`src/rtl/rom_stream_reader_pkg.sv`:
```
// rom_stream_reader_pkg: shared state encoding and default widths for the ROM stream reader
package rom_stream_reader_pkg;
  localparam int ADDR_W_DEF = 2;
  localparam int DATA_W_DEF = 8;
  typedef enum logic [1:0] {
    ST_IDLE   = 2'd0,
    ST_STREAM = 2'd1,
    ST_DRAIN  = 2'd2
  } state_t;
endpackage

```
`src/rtl/rom_stream_reader.sv`:
```
// rom_stream_reader: walks a wrapping burst of ROM addresses and streams the words on valid/ready
module rom_stream_reader
  import rom_stream_reader_pkg::*;
#(
  parameter int ADDR_W = ADDR_W_DEF,
  parameter int DATA_W = DATA_W_DEF
) (
  input  logic              clk,
  input  logic              rst,
  input  logic              start,
  input  logic [ADDR_W-1:0] start_addr,
  input  logic [ADDR_W:0]   length,
  output logic [ADDR_W-1:0] rom_addr,
  input  logic [DATA_W-1:0] rom_data,
  output logic [DATA_W-1:0] out_data,
  output logic              out_valid,
  input  logic              out_ready,
  output logic              out_last,
  output logic              busy,
  output logic              done
);
  state_t state, state_nxt;
  logic [ADDR_W:0] rem;
  logic go, zero_start, load, accept, finish, rem_one;
  assign busy = state != ST_IDLE;
  // load fills the output slot whenever it is empty or being drained this cycle
  always_comb begin
    go         = state == ST_IDLE && start && length != '0;
    zero_start = state == ST_IDLE && start && length == '0;
    load       = state == ST_STREAM && (!out_valid || out_ready);
    accept     = out_valid && out_ready;
    finish     = state == ST_DRAIN && accept && out_last;
    rem_one    = rem == (ADDR_W+1)'(1);
    state_nxt  = go ? ST_STREAM : (load && rem_one) ? ST_DRAIN : finish ? ST_IDLE : state;
  end
  // state register, address/remaining counters and the registered output slot
  always_ff @(posedge clk) begin
    if (rst) begin
      state     <= ST_IDLE;
      rom_addr  <= '0;
      rem       <= '0;
      out_data  <= '0;
      out_valid <= 1'b0;
      out_last  <= 1'b0;
      done      <= 1'b0;
    end else begin
      state <= state_nxt;
      done  <= zero_start || finish;
      if (go) begin
        rom_addr <= start_addr;
        rem      <= length;
      end
      if (load) begin
        out_data  <= rom_data;
        out_valid <= 1'b1;
        out_last  <= rem_one;
        rom_addr  <= rom_addr + ADDR_W'(1);
        rem       <= rem - (ADDR_W+1)'(1);
      end else if (accept) begin
        out_valid <= 1'b0;
        out_last  <= 1'b0;
      end
    end
  end
endmodule
```
`config.mk`:
```
export PLATFORM = sky130hd
export DESIGN_NAME = rom_stream_reader
export DESIGN_NICKNAME = d
export VERILOG_FILES = /design/src/rtl/rom_stream_reader_pkg.sv /design/src/rtl/rom_stream_reader.sv
export SDC_FILE = /design/constraint.sdc
export NUM_CORES = 1
export LEC_CHECK = 0
export CAP_MARGIN = 10
export CORE_UTILIZATION = 30
export CTS_BUF_LIST = sky130_fd_sc_hd__clkbuf_4
export DETAILED_ROUTE_END_ITERATION = 16
export MAX_ROUTING_LAYER = met4
export PLACE_DENSITY = 0.6
export SLEW_MARGIN = 20
export SYNTH_ARGS = -nofsm -noshare
export SYNTH_HDL_FRONTEND = slang
export SYNTH_SLANG_ARGS = --single-unit
```
`constraint.sdc`:
```
create_clock -name clk -period 2.4 [get_ports clk]
set_clock_uncertainty 0.05 [all_clocks]
set_input_delay 0.6 -clock clk [delete_from_list [all_inputs] [get_ports clk]]
set_output_delay 0.6 -clock clk [all_outputs]
set_load 0.01 [all_outputs]
```
==> summary.txt, run 1 <==
Yosys
  • Most used flip-flop cell after synthesis: sky130_fd_sc_hd__dfxtp_1
  • Async S/R FF share, synth: 0%
  • Number of distinct library cells after synthesis: 31
  • Post-synthesis sequential element count: 18
  • Net count of the mapped netlist: 118
  • Synth top area share: 41.6%
  • Cell type with the largest total area after synthesis: sky130_fd_sc_hd__dfxtp_1
  • Warnings, synthesis: 0
  • Count of flip-flops with a built-in enable after synthesis: 0
  • Post-Synthesis Cells: 99
  • Cell area after synthesis: 866 um2
  • Sequential share of the synthesized area: 41.6%
  • Synthesized area divided by synthesized cell count: 8.75 um2
  • Ranking of synthesized cells by area: sky130_fd_sc_hd__dfxtp_1, sky130_fd_sc_hd__a21oi_1, sky130_fd_sc_hd__nand3_1

Global routing
  • Antenna violations before repair: 0
  • Global routing met2 resource utilization: 22.9%
  • GR Util met1: 21.5%
  • Layer with the highest usage: met2
  • Vias in the first global route: 796
  • Met3 track demand over resource in global routing: 2.33%
  • Wire length of the first global-routing pass: 3750 um
  • Pin count of the biggest net entering global routing: 19
  • GRT Resource Usage Total: 15.9%
  • Remaining global-route overflow: 0

Floorplanning
  • Std-Cell Core Area: 2730 um2
  • Die height: 55.7 um
  • Initial Util: 31.7%
  • Overall die area: 3100 um2
  • I/O pins: 31
  • Die Wd: 55.7 um
  • Number of cell rows: 19

Cells and area
  • Fill cells: 279
  • Area growth from synthesis to layout: 41.9%
  • Share of final-layout standard cells stronger than drive strength 1: 10.8%
  • Final layout net count: 150
  • Antenna diodes: 0
  • Seq. cell area: 360 um2
  • Area of the multi-input gates: 469 um2

Power
  • Gate power share: 26.3%
  • Total internal power: 0.481 mW
  • Part of the power in registers: 50.1%
  • Switching Share: 30.2%
  • Leakage Power: 0.419 nW
  • Max IR drop VDD: 0.000272 V
  • Clock network fraction of design power: 23.6%
  • Net Switching: 0.208 mW
  • Total Power Consumption: 0.689 mW
  • P per Cell Area: 560 nW/um2

CTS
  • Resize count post-CTS: 0
  • CTS tree: built
  • Clock insertion delay at the later pin of the skew report: 0.30 ns
  • Clock transition time at the flip-flop clock pins of the worst setup and hold paths: 0.11 ns
  • Maximum count of clock buffers along a single path: 2
  • Number of buffers added for setup after CTS: 0
  • Number of sinks handled by clock tree synthesis: 18
  • CTS Buf Count: 3
  • Number of buffers added to fix hold violations after cts: 0
  • Clock root buffer master: sky130_fd_sc_hd__clkbuf_4
  • H-tree lvl count: 1

Drt
  • Number of iterations in the first detailed-routing pass: 4
  • Via count: 856
  • Initial detailed-routing violation count: 21
  • Final routed DRC violation total: 0
  • Vias per inst: 5.32
  • Count of nets left with antenna violations after detail routing: 0
  • Final wirelength: 2290 um
  • Average wire length per cell after detail routing: 14.2 um

Timing
  • Post-route fraction of the period consumed by the critical path: 90.2%
  • Final number of setup-violating endpoints: 0
  • Setup TNS after final layout: 0 ns
  • Max-slew violation count: 0
  • Highest achievable clock rate: 462 MHz
  • Final Hold Viols: 0
  • Remaining max-slew budget at the tightest pin: 51.6%
  • Setup repair after global routing missed its margin: false
  • Transition time at the pin with the least slew margin: 0.724 ns
  • Setup ws final: 0.235 ns
  • Minimum clock period: 2.16 ns

Critical path
  • Critical Path AT: 1.51 ns
  • Endpoint kind of the worst setup timing path: primary output
  • R2R Setup Slk: 0.77 ns
  • Required time at the endpoint of the critical path: 1.75 ns
  • End point of the critical path: busy
  • Endpoint of the worst-slack reg-to-reg timing path: rem[1]
  • Launching instance or port of the critical path: state[0]
  • Maximum fanout along the worst path: 8
  • Launching point of the worst reg2reg path: state[0]
  • Kind of start point of the critical path: register
  • FF-to-FF path depth: 3
  • Kind of critical path: reg -> out

Place
  • Pre-CTS worst setup slack: 0.233 ns
  • Number of buffers inserted by port buffering: 30
  • Placer congestion estimate: 0.774
  • Estimated wirelength of the detail-placed design: 1640 um

Worst hold path
  • Type of the most critical hold path: reg -> reg
  • Hold Startpoint: out_data[1]

Run status
  • Status: complete, no violations

Job
  • Max-cap violation count: 0
==> flip-flops by register name (all words and copies together) (netlist names) <==
name       count
done           1
rem            3
rom_addr       2
state          2
out_data       8
out_last       1
out_valid      1
==> Yosys cell counts, drive strengths merged, types with 3 or more instances <==
cell / number
a21oi: 12
a31oi: 4
buf: 3
clkbuf: 3
dfxtp: 18
inv: 3
nand2: 4
nand3: 11
nor2b: 5
o211ai: 3
o21ai: 9
o221ai: 4
==> placed cells by master, fill, tap and decap left out <==
cell type	count
sky130_fd_sc_hd__nor3b_2	1
sky130_fd_sc_hd__nor2b_1	4
sky130_fd_sc_hd__dfxtp_1	18
sky130_fd_sc_hd__nand3_1	11
sky130_fd_sc_hd__and3_1	1
sky130_fd_sc_hd__buf_4	3
sky130_fd_sc_hd__a21oi_1	12
sky130_fd_sc_hd__clkdlybuf4s50_1	30
sky130_fd_sc_hd__nor2b_2	1
sky130_fd_sc_hd__or3_1	2
sky130_fd_sc_hd__ha_1	2
sky130_fd_sc_hd__clkinv_1	1
sky130_fd_sc_hd__a31oi_1	4
sky130_fd_sc_hd__nand2_1	4
sky130_fd_sc_hd__or3b_2	1
sky130_fd_sc_hd__o41ai_1	1
sky130_fd_sc_hd__nand4_1	1
sky130_fd_sc_hd__o211ai_1	3
sky130_fd_sc_hd__o221ai_1	4
sky130_fd_sc_hd__nand2b_4	1
sky130_fd_sc_hd__nor3_1	2
sky130_fd_sc_hd__and2b_1	1
sky130_fd_sc_hd__or4_4	1
sky130_fd_sc_hd__clkbuf_4	3
sky130_fd_sc_hd__o21ai_0	9
sky130_fd_sc_hd__a2111oi_2	1
sky130_fd_sc_hd__a221oi_2	1
sky130_fd_sc_hd__or2_2	1
sky130_fd_sc_hd__inv_1	3
sky130_fd_sc_hd__nor2_1	1
sky130_fd_sc_hd__a2bb2oi_1	1
sky130_fd_sc_hd__nand2b_1	1
==> worst min path at each step <==
stage | slack [ns] | cells past startpoint | to
3_5_place_dp | 0.42 | 2 | out_data[3]
5_1_grt | 0.45 | 2 | out_data[1]
4_1_cts | 0.43 | 2 | out_data[3]
2_1_floorplan | 0.44 | 2 | rem[0]
3_3_place_gp | 0.41 | 2 | out_data[6]
6_report | 0.43 | 2 | out_data[1]
==> layer usage <==
layer,vias up,routed length [um]
met3,5,108
li1,431,-
met4,0,46
met2,25,1060
met5,-,0
met1,395,1070
==> power by group through the flow <==
stage	Clock (mW)	Sequential [mW]	Combinational (mW)
after detailed placement	0	0.351	0.182
after global placement	0	0.350	0.178
after global routing	0.184	0.348	0.196
after CTS	0.163	0.345	0.182
after floorplan	0	0.354	0.0910
final	0.163	0.345	0.181
==> through the flow <==
| stage | util (%) | std cells | hold WS, ns | cell area [um2] |
|---|---|---|---|---|
| 2_1_floorplan | - | 99 | 0.444 | 866 |
| 3_3_place_gp | 44.0 | 157 | 0.413 | 1200 |
| 3_5_place_dp | 44.0 | 157 | 0.419 | 1200 |
| 4_1_cts | 44.9 | 161 | 0.434 | 1230 |
| 5_1_grt | 44.9 | 161 | 0.445 | 1230 |
| 6_report | 44.9 | 161 | 0.433 | 1230 |
==> critical path: stages (launching register included) <==
cell and delay, ns:
sky130_fd_sc_hd__dfxtp_1 0.42, sky130_fd_sc_hd__or2_2 0.32, sky130_fd_sc_hd__clkdlybuf4s50_1 0.47
==> logic make-up after synthesis <==
logic type | Yosys count | synth area share [%]
AOI/OAI and AO/OA | 36 | 27.2
and+or+nand+nor | 34 | 24.1
DFF | 18 | 41.6
buffers and inverters | 9 | 4.19
adders and majority gates | 2 | 2.89
==> final cells by class <==
| cell class | count | share of cell area, % |
|---|---|---|
| Sequential cell | 18 | 29.3 |
| Clock buffer | 3 | 1.83 |
| Inverter | 3 | 0.916 |
| Tap cell | 31 | 3.16 |
| Timing Repair Buffer | 33 | 26.3 |
| Clock inverter | 1 | 0.305 |
| Multi-Input combinational cell | 72 | 38.2 |
(Power assumes the default switching activity.)
==> run 2: changes to the inputs <==
--- a/config.mk
+++ b/config.mk
@@ -6,10 +6,10 @@
 export NUM_CORES = 1
 export LEC_CHECK = 0
 export CAP_MARGIN = 10
+export CORE_MARGIN = 2
 export CORE_UTILIZATION = 30
 export CTS_BUF_LIST = sky130_fd_sc_hd__clkbuf_4
 export DETAILED_ROUTE_END_ITERATION = 16
-export MAX_ROUTING_LAYER = met4
 export PLACE_DENSITY = 0.6
 export SLEW_MARGIN = 20
 export SYNTH_ARGS = -nofsm -noshare
==> summary.txt, run 2 (synthesized netlist as in run 1, its figures left out) <==
Critical path
  • R2R Setup Slk: 0.78 ns (about the same)
  • Crit-path cells: or2_2, clkdlybuf4s50_1
  • Kind of start point of the critical path: register
  • Required time at the endpoint of the critical path: 1.75 ns (about the same)
  • Launching point of the worst reg2reg path: state[0]
  • Kind of critical path: reg -> out
  • FF-to-FF path depth: 3 (unchanged)
  • Endpoint of the worst-slack reg-to-reg timing path: rem[1]
  • CP top delay family: buffers and inverters
  • Critical Path AT: 1.51 ns (about the same)
  • Launching instance or port of the critical path: state[0]
  • Maximum fanout along the worst path: 8 (unchanged)
  • Worst path bufs/invs: 1 (unchanged)
  • Endpoint kind of the worst setup timing path: primary output
  • Longest individual stage delay on the worst path: 0.48 ns (about the same)
  • Slowest cell on crit path: sky130_fd_sc_hd__clkdlybuf4s50_1

Run status
  • Status: complete, no violations

Power
  • Clock network fraction of design power: 23.0% (-0.6 points)
  • Total Power Consumption: 0.681 mW (-1.1%)
  • Max IR drop VDD: 0.000324 V (+19%)
  • Leakage Power: 0.424 nW (+1.1%)
  • Gate power share: 26.6% (+0.3 points)
  • P per Cell Area: 551 nW/um2 (-1.7%)
  • Total internal power: 0.481 mW (+0.14%)
  • Part of the power in registers: 50.5% (+0.4 points)
  • Switching Share: 29.3% (-0.88 points)
  • Net Switching: 0.200 mW (-4.0%)

Floorplanning
  • Number of cell rows: 19 (unchanged)
  • Die height: 57.7 um (+3.6%)
  • Die Wd: 57.7 um (+3.6%)
  • Overall die area: 3330 um2 (+7.3%)
  • Std-Cell Core Area: 2760 um2 (+0.87%)
  • I/O pins: 31 (unchanged)
  • Initial Util: 31.4% (-0.27 points)

Cells and area
  • Commonest cells after routing, fill and taps aside: sky130_fd_sc_hd__clkdlybuf4s50_1, sky130_fd_sc_hd__dfxtp_1, sky130_fd_sc_hd__a21oi_1, sky130_fd_sc_hd__nand3_1, sky130_fd_sc_hd__o21ai_0
  • Antenna diodes: 0 (unchanged)
  • Finished Cell Area: 1240 um2 (+0.61%)
  • Final layout net count: 151 (+0.67%)
  • Most frequent standard cell in the layout excluding fill and tap cells: sky130_fd_sc_hd__clkdlybuf4s50_1
  • Largest register FFs: 8 (unchanged)
  • Top reg by flops: out_data
  • Area growth from synthesis to layout: 42.8%
  • Largest registers: out_data x8, rem x3
  • Share of final-layout standard cells stronger than drive strength 1: 11.5% (+0.68 points)

Drt
  • Final routed DRC violation total: 0 (unchanged)
  • Count of nets left with antenna violations after detail routing: 0 (unchanged)
  • Vias per inst: 5.34 (+0.43%)
  • Average wire length per cell after detail routing: 14.0 um (-1.4%)
  • Number of iterations in the first detailed-routing pass: 4 (unchanged)
  • Final wirelength: 2270 um (-0.79%)
  • Initial detailed-routing violation count: 9 (-57%)
  • Via count: 865 (+1.1%)

Timing
  • Setup ws final: 0.242 ns (+0.00695 ns)
  • Max-slew violation count: 0 (unchanged)
  • Minimum clock period: 2.16 ns (-0.00695 ns)
  • Transition time at the pin with the least slew margin: 0.592 ns (-0.132 ns)
  • Remaining max-slew budget at the tightest pin: 60.3% (+8.8 points)
  • Setup TNS after final layout: 0 ns (unchanged)
  • Setup repair after global routing missed its margin: false
  • Final number of setup-violating endpoints: 0 (unchanged)
  • Post-route fraction of the period consumed by the critical path: 89.9% (-0.29 points)
  • Highest achievable clock rate: 463 MHz (+0.32%)
  • Final Hold Viols: 0 (unchanged)

Worst hold path
  • Hold Path Stages: 2 (unchanged)
  • Type of the most critical hold path: reg -> reg
  • Hold Startpoint: out_data[1]
  • Worst Hold Endpoint: out_data[1]

CTS
  • Resize count post-CTS: 0 (unchanged)
  • Maximum count of clock buffers along a single path: 2 (unchanged)
  • CTS tree: built
  • Number of sinks handled by clock tree synthesis: 18 (unchanged)
  • H-tree lvl count: 1 (unchanged)
  • Clock transition time at the flip-flop clock pins of the worst setup and hold paths: 0.10 ns (about the same)
  • Number of buffers added for setup after CTS: 0 (unchanged)
  • Clock root buffer master: sky130_fd_sc_hd__clkbuf_4
  • Number of buffers added to fix hold violations after cts: 0 (unchanged)
  • CTS Buf Count: 3 (unchanged)
  • Clock insertion delay at the later pin of the skew report: 0.29 ns (about the same)

Place
  • Placer congestion estimate: 0.816 (+5.4%)
  • Placed cell area: 1210 um2 (+0.62%)
  • Number of buffers inserted by port buffering: 30 (unchanged)
  • Estimated wirelength of the detail-placed design: 1650 um (+0.84%)
  • Pre-CTS worst setup slack: 0.236 ns (+0.00299 ns)

Job
  • Max-cap violation count: 0 (unchanged)

Global routing
  • Wire length of the first global-routing pass: 3820 um (+1.8%)
  • Antenna violations before repair: 0 (unchanged)
  • Remaining global-route overflow: 0 (unchanged)
  • GRT Resource Usage Total: 15.0% (-0.88 points)
  • Vias in the first global route: 837 (+5.2%)
  • Pin count of the biggest net entering global routing: 17 (-2)
-- run 2: cell count changes in the layout (fill, tap and decap cells not counted) --
cell,before,now
sky130_fd_sc_hd__buf_4,3,4
-- run 2: worst register-to-register path, stage by stage, from the launching register on --
cell and delay [ns]:
sky130_fd_sc_hd__dfxtp_1 0.52, sky130_fd_sc_hd__and2b_1 0.46, sky130_fd_sc_hd__a21oi_1 0.15, sky130_fd_sc_hd__a2111oi_2 0.35
-- run 2: per-stage QoR --
stage	util, %	std cells	hold WS [ns]
finish	44.8	162	0.438
global route	44.8	162	0.456
CTS	44.8	162	0.434
detailed placement	43.9	158	0.422
global placement	43.9	158	0.417
floorplan	-	99	0.444
-- run 2: power groups by stage --
stage	Clock (mW)	Combinational (mW)	Sequential (mW)
finish	0.156	0.181	0.344
global route	0.175	0.198	0.348
CTS	0.162	0.182	0.344
detailed placement	0	0.181	0.350
global placement	0	0.179	0.350
floorplan	0	0.0910	0.354
-- run 2: cell type report --
cell class	count	area [um2]
Fill cell	280	1520
Multi-Input combinational cell	72	469
Sequential cell	18	360
Timing Repair Buffer	34	330
Tap cell	31	38.8
Clock buffer	3	22.5
Inverter	3	11.3
Clock inverter	1	3.75
-- run 2: how the worst max path moves through the flow --
stage,endpoint,slack [ns],depth (start not counted)
global placement,state[1],0.27,4
finish,busy,0.24,2
global route,busy,0.16,2
detailed placement,state[1],0.24,4
floorplan,rem[1],0.85,3
CTS,busy,0.23,2
-- run 2: layer usage --
layer / part of all wire (%) / global-route usage, % / vias to the layer above
li1: - / - / 437
met1: 47 / 19.7 / 405
met2: 47 / 22.6 / 19
met3: 3.3 / 2.68 / 4
met4: 2.7 / 9.97 / 0
met5: 0 / 0 / -
==> run 3: changes to the inputs <==
--- a/config.mk
+++ b/config.mk
@@ -11,6 +11,7 @@
 export CTS_BUF_LIST = sky130_fd_sc_hd__clkbuf_4
 export DETAILED_ROUTE_END_ITERATION = 16
 export PLACE_DENSITY = 0.6
+export SETUP_SLACK_MARGIN = 0.5
 export SLEW_MARGIN = 20
 export SYNTH_ARGS = -nofsm -noshare
 export SYNTH_HDL_FRONTEND = slang
==> summary.txt, run 3 (synthesized netlist as in run 1, its figures left out) <==
Run status
  • Status: complete, no violations

Floorplanning
  • Die height: 57.7 um (unchanged)
  • Number of cell rows: 19 (unchanged)
  • Overall die area: 3330 um2 (unchanged)
  • Die Wd: 57.7 um (unchanged)
  • Std-Cell Core Area: 2760 um2 (unchanged)
  • Initial Util: 31.4% (unchanged)
  • I/O pins: 31 (unchanged)

Global routing
  • Wire length of the first global-routing pass: 3860 um (+1.1%)
  • Remaining global-route overflow: 0 (unchanged)
  • GR Util met1: 20.2% (+0.55 points)
  • Global routing met2 resource utilization: 22.4% (-0.16 points)
  • GRT Resource Usage Total: 15.2% (+0.14 points)
  • Vias in the first global route: 843 (+0.72%)
  • Layer with the highest usage: met2
  • Met3 track demand over resource in global routing: 2.68% (unchanged)
  • Antenna violations before repair: 0 (unchanged)
  • Pin count of the biggest net entering global routing: 17 (unchanged)

CTS
  • Number of sinks handled by clock tree synthesis: 18 (unchanged)
  • Clock insertion delay at the later pin of the skew report: 0.29 ns (about the same)
  • CTS tree: built
  • Clock transition time at the flip-flop clock pins of the worst setup and hold paths: 0.10 ns (about the same)
  • CTS Buf Count: 3 (unchanged)
  • H-tree lvl count: 1 (unchanged)
  • Maximum count of clock buffers along a single path: 2 (unchanged)
  • Clock root buffer master: sky130_fd_sc_hd__clkbuf_4
  • Number of buffers added to fix hold violations after cts: 0 (unchanged)

Timing
  • Minimum clock period: 1.86 ns (-0.293 ns)
  • Final worst hold slack: 0.437 ns (-0.00148 ns)
  • Setup repair after global routing missed its margin: true
  • Remaining max-slew budget at the tightest pin: 70.4% (+10 points)
  • Max-slew violation count: 0 (unchanged)
  • Highest achievable clock rate: 536 MHz (+16%)
  • Post-route fraction of the period consumed by the critical path: 77.7% (-12 points)
  • Final Hold Viols: 0 (unchanged)
  • Setup TNS after final layout: 0 ns (unchanged)
  • Transition time at the pin with the least slew margin: 0.444 ns (-0.148 ns)
  • Final number of setup-violating endpoints: 0 (unchanged)

Cells and area
  • Antenna diodes: 0 (unchanged)
  • Area growth from synthesis to layout: 47.0%
  • Largest registers: out_data x8, rem x3
  • Most frequent standard cell in the layout excluding fill and tap cells: sky130_fd_sc_hd__clkdlybuf4s50_1
  • Largest register FFs: 8 (unchanged)
  • Top reg by flops: out_data
  • Final layout net count: 153 (+1.3%)
  • Share of final-layout standard cells stronger than drive strength 1: 16.5% (+5.1 points)
  • Commonest cells after routing, fill and taps aside: sky130_fd_sc_hd__clkdlybuf4s50_1, sky130_fd_sc_hd__dfxtp_1, sky130_fd_sc_hd__a21oi_1, sky130_fd_sc_hd__nand3_1, sky130_fd_sc_hd__o21ai_0

Job
  • Max-cap violation count: 0 (unchanged)

Drt
  • Vias per inst: 5.40 (+1.1%)
  • Initial detailed-routing violation count: 23 (+14)
  • Number of iterations in the first detailed-routing pass: 4 (unchanged)
  • Final wirelength: 2300 um (+1.0%)
  • Count of nets left with antenna violations after detail routing: 0 (unchanged)
  • Average wire length per cell after detail routing: 14.0 um (-0.22%)
  • Via count: 885 (+2.3%)
  • Final routed DRC violation total: 0 (unchanged)

Place
  • Estimated wirelength of the detail-placed design: 1650 um (unchanged)
  • Placer congestion estimate: 0.816 (unchanged)
  • Number of buffers inserted by port buffering: 30 (unchanged)

Critical path
  • Required time at the endpoint of the critical path: 2.56 ns (+0.81 ns)
  • Longest individual stage delay on the worst path: 0.57 ns (+0.09 ns)
  • Kind of critical path: in -> reg
  • Crit-path cells: clkdlybuf4s50_1, nor2b_4, or4_4, a221oi_2
  • Maximum fanout along the worst path: 16 (+8)
  • Endpoint kind of the worst setup timing path: register
  • Kind of start point of the critical path: input port
  • Critical Path AT: 2.03 ns (+0.52 ns)
  • Slowest cell on crit path: sky130_fd_sc_hd__clkdlybuf4s50_1

Worst hold path
  • Type of the most critical hold path: reg -> reg

Power
  • Max IR drop VDD: 0.000324 V (+0.18%)
  • P per Cell Area: 539 nW/um2 (-2.2%)
  • Leakage Power: 0.471 nW (+11%)
[run 3: per-stage QoR]
step / cells / setup WS, ns / util, % / area, um2 / power [mW]
6_report: 164 / 0.535 / 46.1 / 1270 / 0.685
5_1_grt: 164 / 0.488 / 46.1 / 1270 / 0.726
4_1_cts: 163 / 0.510 / 45.3 / 1250 / 0.690
3_5_place_dp: 158 / 0.236 / 43.9 / 1210 / 0.531
3_3_place_gp: 158 / 0.271 / 43.9 / 1210 / 0.529
2_1_floorplan: 99 / 0.851 / - / 866 / 0.445
[run 3: path summary, 6_finish.rpt]
path                     from          end  slack, ns  cells past startpoint
hold / removal    out_data[5]  out_data[5]       0.44                      2
hold reg to reg   out_data[5]  out_data[5]       0.44                      2
setup reg to reg     state[0]       rem[1]       0.84                      4
setup / recovery    out_ready     state[1]       0.54                      4
[run 3: what timing repair did]
| item | in CTS | in global routing |
|---|---|---|
| gates resized for setup | 6 | 6 |
| endpoints found under the setup margin | 3 | 7 |
| setup buffers | 1 | 1 |
[run 3: routing by layer]
metal  vias up  share of wire, %  routed length [um]
met1       417                48                1090
met5         -                 0                   0
met4         0               2.7                  62
li1        441                 -                   -
met2        23                46                1070
met3         4               3.1                  71
[run 3: report_power, final]
part	total (mW)	switching [mW]	internal (mW)
Combinational	0.188	0.0882	0.0997
Clock	0.157	0.0969	0.0606
Sequential	0.340	0.0167	0.323
[run 3: final cells by class]
cell class	count	area [um2]
Clock buffer	3	22.5
Clock inverter	1	3.75
Fill cell	276	1490
Inverter	3	11.3
Multi-Input combinational cell	72	474
Sequential cell	18	372
Tap cell	31	38.8
Timing Repair Buffer	36	350
[run 3: worst max-delay path, delay by kind of cell]
family	cells	cell delay [ns]
AO/OA/AOI/OAI	1	0.23
buffers and inverters	1	0.57
AND/OR/NAND/NOR	2	0.62
